### src/rtl/count_ctrl_pkg.sv
// Shared types and constants for the count step scheduler: FSM state
// encoding, step direction values and the drop-counter width.
package count_ctrl_pkg;

  typedef enum logic [2:0] {
    IDLE,
    PRESS_UP,
    PRESS_DN,
    REPEAT_UP,
    REPEAT_DN,
    LOCKOUT
  } state_t;

  localparam logic DIR_UP   = 1'b1;
  localparam logic DIR_DOWN = 1'b0;

  localparam int unsigned DROP_W = 8;

  // Bits needed to count 0 .. max(a, b)-1; never narrower than one bit.
  function automatic int unsigned timer_width(int unsigned a, int unsigned b);
    int unsigned m;
    m = (a > b) ? a : b;
    return (m < 2) ? 1 : $clog2(m);
  endfunction

endpackage

### src/rtl/count_step_scheduler_if.sv
// Button levels and step handshake between the debouncers, the scheduler and
// the counter. o_Drop_Count exists only when STEP_DROP_COUNT_EN is defined.
interface count_step_scheduler_if;
  import count_ctrl_pkg::*;

  logic i_Up;
  logic i_Down;
  logic i_Step_Ready;
  logic o_Step_Valid;
  logic o_Step_Dir;
  logic o_Repeat_Active;
`ifdef STEP_DROP_COUNT_EN
  logic [DROP_W-1:0] o_Drop_Count;
`endif

  // Scheduler side.
  modport slave (
    input  i_Up, i_Down, i_Step_Ready,
    output o_Step_Valid, o_Step_Dir, o_Repeat_Active
`ifdef STEP_DROP_COUNT_EN
    , output o_Drop_Count
`endif
  );

  // Stimulus / consumer side.
  modport master (
    output i_Up, i_Down, i_Step_Ready,
    input  o_Step_Valid, o_Step_Dir, o_Repeat_Active
`ifdef STEP_DROP_COUNT_EN
    , input o_Drop_Count
`endif
  );

endinterface

### src/rtl/step_timer.sv
// Shared hold/repeat timer: counts while enabled, wraps to zero on reaching
// the runtime limit, and is held at zero while cleared.
module step_timer #(
  parameter int unsigned W = 4
) (
  input  logic         i_Clk,
  input  logic         i_Reset,
  input  logic         clear,
  input  logic         enable,
  input  logic [W-1:0] limit,
  output logic         done
);

  logic [W-1:0] count;

  // done does not depend on enable, so the FSM can gate it without a comb loop.
  assign done = (count == limit);

  always_ff @(posedge i_Clk) begin
    if (i_Reset || clear) begin
      count <= '0;
    end else if (enable) begin
      if (done) count <= '0;
      else      count <= count + 1'b1;
    end
  end

endmodule

### src/rtl/count_step_scheduler.sv
// Turns debounced up/down button levels into single step commands with
// hold-to-repeat and conflict lockout. Optional: STEP_DROP_COUNT_EN.
module count_step_scheduler
  import count_ctrl_pkg::*;
#(
  parameter int unsigned HOLD_CYCLES   = 12500000,
  parameter int unsigned REPEAT_CYCLES = 2500000
) (
  input  logic                  i_Clk,
  input  logic                  i_Reset,
  count_step_scheduler_if.slave bus
);

  localparam int unsigned       TIMER_W    = timer_width(HOLD_CYCLES, REPEAT_CYCLES);
  localparam logic [TIMER_W-1:0] HOLD_LIM   = TIMER_W'(HOLD_CYCLES - 1);
  localparam logic [TIMER_W-1:0] REPEAT_LIM = TIMER_W'(REPEAT_CYCLES - 1);

  state_t state, next_state;

  logic up_prev, down_prev;
  logic up_edge, down_edge;

  logic step_valid, step_dir, repeat_active;
  logic valid_d, dir_d, repeat_d;

  logic issue, issue_dir;
  logic retire, load;

  logic               tmr_en, tmr_done;
  logic [TIMER_W-1:0] tmr_limit;

  assign up_edge   = bus.i_Up   & ~up_prev;
  assign down_edge = bus.i_Down & ~down_prev;

  assign tmr_limit = (state == REPEAT_UP || state == REPEAT_DN) ? REPEAT_LIM : HOLD_LIM;

  step_timer #(.W(TIMER_W)) u_timer (
    .i_Clk   (i_Clk),
    .i_Reset (i_Reset),
    .clear   (!tmr_en),
    .enable  (tmr_en),
    .limit   (tmr_limit),
    .done    (tmr_done)
  );

  // Edge history resets high so a button held through reset stays silent.
  always_ff @(posedge i_Clk) begin
    if (i_Reset) begin
      state         <= IDLE;
      up_prev       <= 1'b1;
      down_prev     <= 1'b1;
      step_valid    <= 1'b0;
      step_dir      <= DIR_DOWN;
      repeat_active <= 1'b0;
    end else begin
      state         <= next_state;
      up_prev       <= bus.i_Up;
      down_prev     <= bus.i_Down;
      step_valid    <= valid_d;
      step_dir      <= dir_d;
      repeat_active <= repeat_d;
    end
  end

  always_comb begin
    next_state = state;
    issue      = 1'b0;
    issue_dir  = DIR_DOWN;
    tmr_en     = 1'b0;
    case (state)
      IDLE: begin
        if (up_edge && down_edge) begin
          next_state = LOCKOUT;
        end else if (up_edge) begin
          if (bus.i_Down) begin
            next_state = LOCKOUT;
          end else begin
            issue      = 1'b1;
            issue_dir  = DIR_UP;
            next_state = PRESS_UP;
          end
        end else if (down_edge) begin
          if (bus.i_Up) begin
            next_state = LOCKOUT;
          end else begin
            issue      = 1'b1;
            issue_dir  = DIR_DOWN;
            next_state = PRESS_DN;
          end
        end
      end
      PRESS_UP, REPEAT_UP: begin
        if (!bus.i_Up) begin
          next_state = IDLE;
        end else if (bus.i_Down) begin
          next_state = LOCKOUT;
        end else begin
          tmr_en = 1'b1;
          if (tmr_done) begin
            issue      = 1'b1;
            issue_dir  = DIR_UP;
            next_state = REPEAT_UP;
          end
        end
      end
      PRESS_DN, REPEAT_DN: begin
        if (!bus.i_Down) begin
          next_state = IDLE;
        end else if (bus.i_Up) begin
          next_state = LOCKOUT;
        end else begin
          tmr_en = 1'b1;
          if (tmr_done) begin
            issue      = 1'b1;
            issue_dir  = DIR_DOWN;
            next_state = REPEAT_DN;
          end
        end
      end
      LOCKOUT: begin
        if (!bus.i_Up && !bus.i_Down) next_state = IDLE;
      end
      default: next_state = IDLE;
    endcase
  end

  // A new step may take the output slot only if it is empty or being
  // accepted this same cycle; otherwise the pending step wins.
  always_comb begin
    retire   = step_valid & bus.i_Step_Ready;
    load     = issue & (~step_valid | retire);
    valid_d  = step_valid;
    dir_d    = step_dir;
    if (load) begin
      valid_d = 1'b1;
      dir_d   = issue_dir;
    end else if (retire) begin
      valid_d = 1'b0;
    end
    repeat_d = (next_state == REPEAT_UP) || (next_state == REPEAT_DN);
  end

  assign bus.o_Step_Valid    = step_valid;
  assign bus.o_Step_Dir      = step_dir;
  assign bus.o_Repeat_Active = repeat_active;

`ifdef STEP_DROP_COUNT_EN
  logic              both_lock;
  logic [DROP_W-1:0] drop_count;

  assign both_lock = (state == IDLE) && up_edge && down_edge;

  always_ff @(posedge i_Clk) begin
    if (i_Reset || both_lock) begin
      drop_count <= '0;
    end else if (issue && !load && (drop_count != '1)) begin
      drop_count <= drop_count + 1'b1;
    end
  end

  assign bus.o_Drop_Count = drop_count;
`endif

endmodule

### src/flat_wrapper.sv
// flat-port wrapper written by rule: the top's interface ports become plain ports
module count_step_scheduler_flat import count_ctrl_pkg::*;
#(
  parameter int unsigned HOLD_CYCLES   = 12500000,
  parameter int unsigned REPEAT_CYCLES = 2500000
)
  (i_Clk, i_Reset, bus_i_Up, bus_i_Down, bus_i_Step_Ready, bus_o_Step_Valid, bus_o_Step_Dir, bus_o_Repeat_Active);
  count_step_scheduler_if bus_i ();
  input  logic i_Clk;
  input  logic i_Reset;
  input wire logic [$bits(bus_i.i_Up)-1:0] bus_i_Up;
  input wire logic [$bits(bus_i.i_Down)-1:0] bus_i_Down;
  input wire logic [$bits(bus_i.i_Step_Ready)-1:0] bus_i_Step_Ready;
  output wire logic [$bits(bus_i.o_Step_Valid)-1:0] bus_o_Step_Valid;
  output wire logic [$bits(bus_i.o_Step_Dir)-1:0] bus_o_Step_Dir;
  output wire logic [$bits(bus_i.o_Repeat_Active)-1:0] bus_o_Repeat_Active;
  assign bus_i.i_Up = bus_i_Up;
  assign bus_i.i_Down = bus_i_Down;
  assign bus_i.i_Step_Ready = bus_i_Step_Ready;
  assign bus_o_Step_Valid = bus_i.o_Step_Valid;
  assign bus_o_Step_Dir = bus_i.o_Step_Dir;
  assign bus_o_Repeat_Active = bus_i.o_Repeat_Active;
  count_step_scheduler #(.HOLD_CYCLES(HOLD_CYCLES), .REPEAT_CYCLES(REPEAT_CYCLES)) u_core (.i_Clk(i_Clk), .i_Reset(i_Reset), .bus(bus_i));
endmodule
### config.mk
export PLATFORM = sky130hd
export DESIGN_NAME = count_step_scheduler_flat
export DESIGN_NICKNAME = d
export VERILOG_FILES = /design/src/rtl/count_ctrl_pkg.sv /design/src/rtl/count_step_scheduler_if.sv /design/src/rtl/step_timer.sv /design/src/rtl/count_step_scheduler.sv /design/src/flat_wrapper.sv
export SDC_FILE = /design/constraint.sdc
export NUM_CORES = 1
export LEC_CHECK = 0
export ABC_AREA = 1
export BUFFER_PORTS_ARGS = -buffer_cell sky130_fd_sc_hd__buf_2
export CAP_MARGIN = 15
export CORE_ASPECT_RATIO = 0.5
export CORE_MARGIN = 2
export CORE_UTILIZATION = 60
export CTS_CLUSTER_DIAMETER = 30
export DETAILED_ROUTE_END_ITERATION = 10
export HOLD_SLACK_MARGIN = 0.15
export PLACE_DENSITY_LB_ADDON = 0.25
export REMOVE_ABC_BUFFERS = 1
export SLEW_MARGIN = 20
export SYNTH_ARGS = -nofsm -noshare
export SYNTH_HDL_FRONTEND = slang
export SYNTH_SLANG_ARGS = --single-unit
### constraint.sdc
create_clock -name i_Clk -period 3.7 [get_ports i_Clk]
set_input_delay 0.37 -clock i_Clk [delete_from_list [all_inputs] [get_ports i_Clk]]
set_output_delay 0.37 -clock i_Clk [all_outputs]
set_load 0.01 [all_outputs]
==> metrics.yaml <==
outcome:
  status: "completed"
placement:
  numPortBuffers: 7
  dp_hpwl_um: 2774
  routabilityCongestion: 0.8118
routing:
  drc: 0
  via_count: 1654
  finalWirelength_um: 3692
  first_pass_iters: 4
  first_iter_violations: 104
  viasPerCell: 5.201
  wl_per_cell_um: 11.61
  drtAntennaViolNets: 0
setup_path:
  timing.rr.start: "u_core.state[0]"
  reg2reg_slack_ns: 1.63
  cp.required_ns: 3.89
  r2r_cells: 8
  end_kind: "flop"
  critPathKind: "reg -> reg"
  reg2reg_to: "u_core.u_timer.count[9]"
  cp_max_fo: 20
  cp-start-kind: "flop"
  worst_ep_arrival_time_ns: 2.26
global_route:
  grt_max_degree: 21
  grt_pass1_wl_um: 6216
  antenna_found_initial: 0
  grt_pass1_vias: 1476
  grt_overflow: 0
  grt.total_usage: 0.2385
die:
  initial_core_util: 0.6614
  fp.dieH_um: 42.70
  die_area_um2: 3475
  core.rowCount: 13
  fp.dieW_um: 81.39
  core_area_um2: 2716
  io_pins: 8
yosys:
  synthArstFlopShare: 0
  synth_ff_type: "dfxtp_1"
  synth-edff-count: 0
  synth.ff_latch_count: 32
  ys_seq_area_frac: 0.3565
  avgSynthCellArea_um2: 6.704
  syn-cell-area_um2: 1797
  ys_warn_count: 0
  yosysUniqueCellTypes: 29
  syn_inst: 268
clock_tree:
  cts_tree: "yes"
  cts_sinks: 32
  clk-insertion-delay-late_ns: 0.28
  hold_buffers: 0
  htree_levels: 2
  postCtsResizedCells: 0
  clk_path_buf_depth: 2
  numCtsBuffers: 5
  post-cts-setup-buffers: 0
  clockRootBuffer: "clkbuf_8"
  clk_pin_slew_ns: 0.07
timing:
  hold_violations: 0
  clock_skew_ns: 0.006026
  hold_ws_ns: 0.3338
  slew_violations: 0
  period_minus_slack_ns: 2.073
  finalSetupViolCount: 0
  max-slew-margin-rel: 0.4973
  finalCritPeriodShare: 0.5603
  fin_setup_tns_ns: 0
  max_freq_mhz: 482.3
  rsz0062_at_grt: "no"
  tightest_slew_ns: 0.7522
power_and_ir_drop:
  p_leak_uw: 0.0007968
  finalPower_uw: 716.4
  max-vdd-ir-drop_mv: 0.1837
  power_density_nw_per_um2: 365.8
final_layout:
  drive_gt1_frac: 0.1459
  layout_common_cells: "nand2_1, nor2_1, inv_1, dfxtp_1, nand3_1"
  final_common_cell: "nand2_1"
  fillCellCount: 226
  n_antenna_cell: 0
  seq_area_um2: 640.6
  nets: 286
  area_growth_pct: 8.983
  multi_input_area_um2: 1003
worst_hold_path:
  hold_path.class: "in -> reg"
  hold_start: "i_Reset"
  hold_depth: 2
  hold_end: "u_core.bus.o_Step_Dir"
job:
  maxCapViolations: 0
==> kinds of logic (layout without fill, tap and decap cells) <==
group	after synthesis	count (layout)	share of synthesized area
XOR/XNOR	9	9	0.04387
AO/OA/AOI/OAI	19	19	0.06476
buffers and inverters	40	53	0.08496
AND/OR/NAND/NOR	167	167	0.4429
flip-flops	32	32	0.3565
adder cells (fa/ha/maj)	1	1	0.006963
==> cells in the mapped netlist (2+ instances only) <==
cell | n | share of area
nor2_4 | 2 | 0.013
nor2_2 | 5 | 0.017
nand2_2 | 4 | 0.014
buf_2 | 2 | 0.0056
xor2_1 | 5 | 0.024
nand3_1 | 18 | 0.050
nor3_2 | 3 | 0.017
nor2_1 | 50 | 0.10
inv_2 | 5 | 0.010
o21ai_1 | 2 | 0.0056
dfxtp_1 | 32 | 0.36
nand2_1 | 66 | 0.14
xnor2_1 | 4 | 0.019
a21oi_1 | 9 | 0.025
nor3b_2 | 2 | 0.014
o21ai_0 | 4 | 0.011
nand4_1 | 4 | 0.014
nand4_4 | 2 | 0.024
inv_1 | 33 | 0.069
nor3_1 | 7 | 0.019
==> routing by layer <==
layer	track usage	vias up	wire length [µm]
li1	-	868	-
met4	0.09153	0	82
met2	0.4016	22	1699
met5	0	-	0
met1	0.2900	753	1778
met3	0.06596	11	132
==> where the power goes <==
part / total, µW / switching, µW / internal, µW
Combinational: 78.4 / 53.5 / 24.8
Clock: 278 / 127 / 152
Sequential: 360 / 7.23 / 353
Total: 716 / 187 / 529
==> worst max-delay path, cell delays in order (launching register included) <==
cell and delay (ns):
dfxtp_1 0.43, nand2_1 0.13, nor2_1 0.14, nand2_1 0.13, nand2_4 0.18, inv_2 0.08, nor2_4 0.10, nand2_1 0.44
a221oi_2 0.35
==> final cells by class <==
| class | count | area share |
|---|---|---|
| multi-input combinational | 196 | 0.5125 |
| tap | 37 | 0.02364 |
| inverter | 38 | 0.07284 |
| clock buffer | 8 | 0.04601 |
| timing repair buffer | 7 | 0.01789 |
| sequential | 32 | 0.3272 |
==> registers in the layout, indices dropped and copies added, names as in the netlist <==
signal and flops:
u_core.u_timer.count 24, u_core.bus.o_Step_Dir 1, u_core.down_prev 1, u_core.up_prev 1
u_core.bus.o_Step_Valid 1, u_core.state 3, u_core.bus.o_Repeat_Active 1
==> through the flow <==
stage               instances  instance area [µm²]    util  worst slack (ns)
finish                    318                 1958  0.7209             1.627
detailed placement        310                 1868  0.6877             1.596
CTS                       318                 1958  0.7209             1.620
floorplan                 266                 1787       -             2.064
global placement          310                 1868  0.6877             1.673
global route              318                 1958  0.7209             1.470
==> worst max path at each step <==
stage | cells after the start | startpoint | to | slack (ns)
finish | 8 | u_core.state[0] | u_core.u_timer.count[9] | 1.63
global route | 8 | u_core.u_timer.count[0] | u_core.u_timer.count[10] | 1.47
CTS | 8 | u_core.state[0] | u_core.u_timer.count[2] | 1.62
detailed placement | 9 | bus_i_Up | u_core.u_timer.count[2] | 1.60
global placement | 9 | bus_i_Up | u_core.u_timer.count[9] | 1.67
floorplan | 8 | u_core.u_timer.count[0] | u_core.u_timer.count[14] | 2.06
Note: power is estimated with default switching activity, not from simulation.
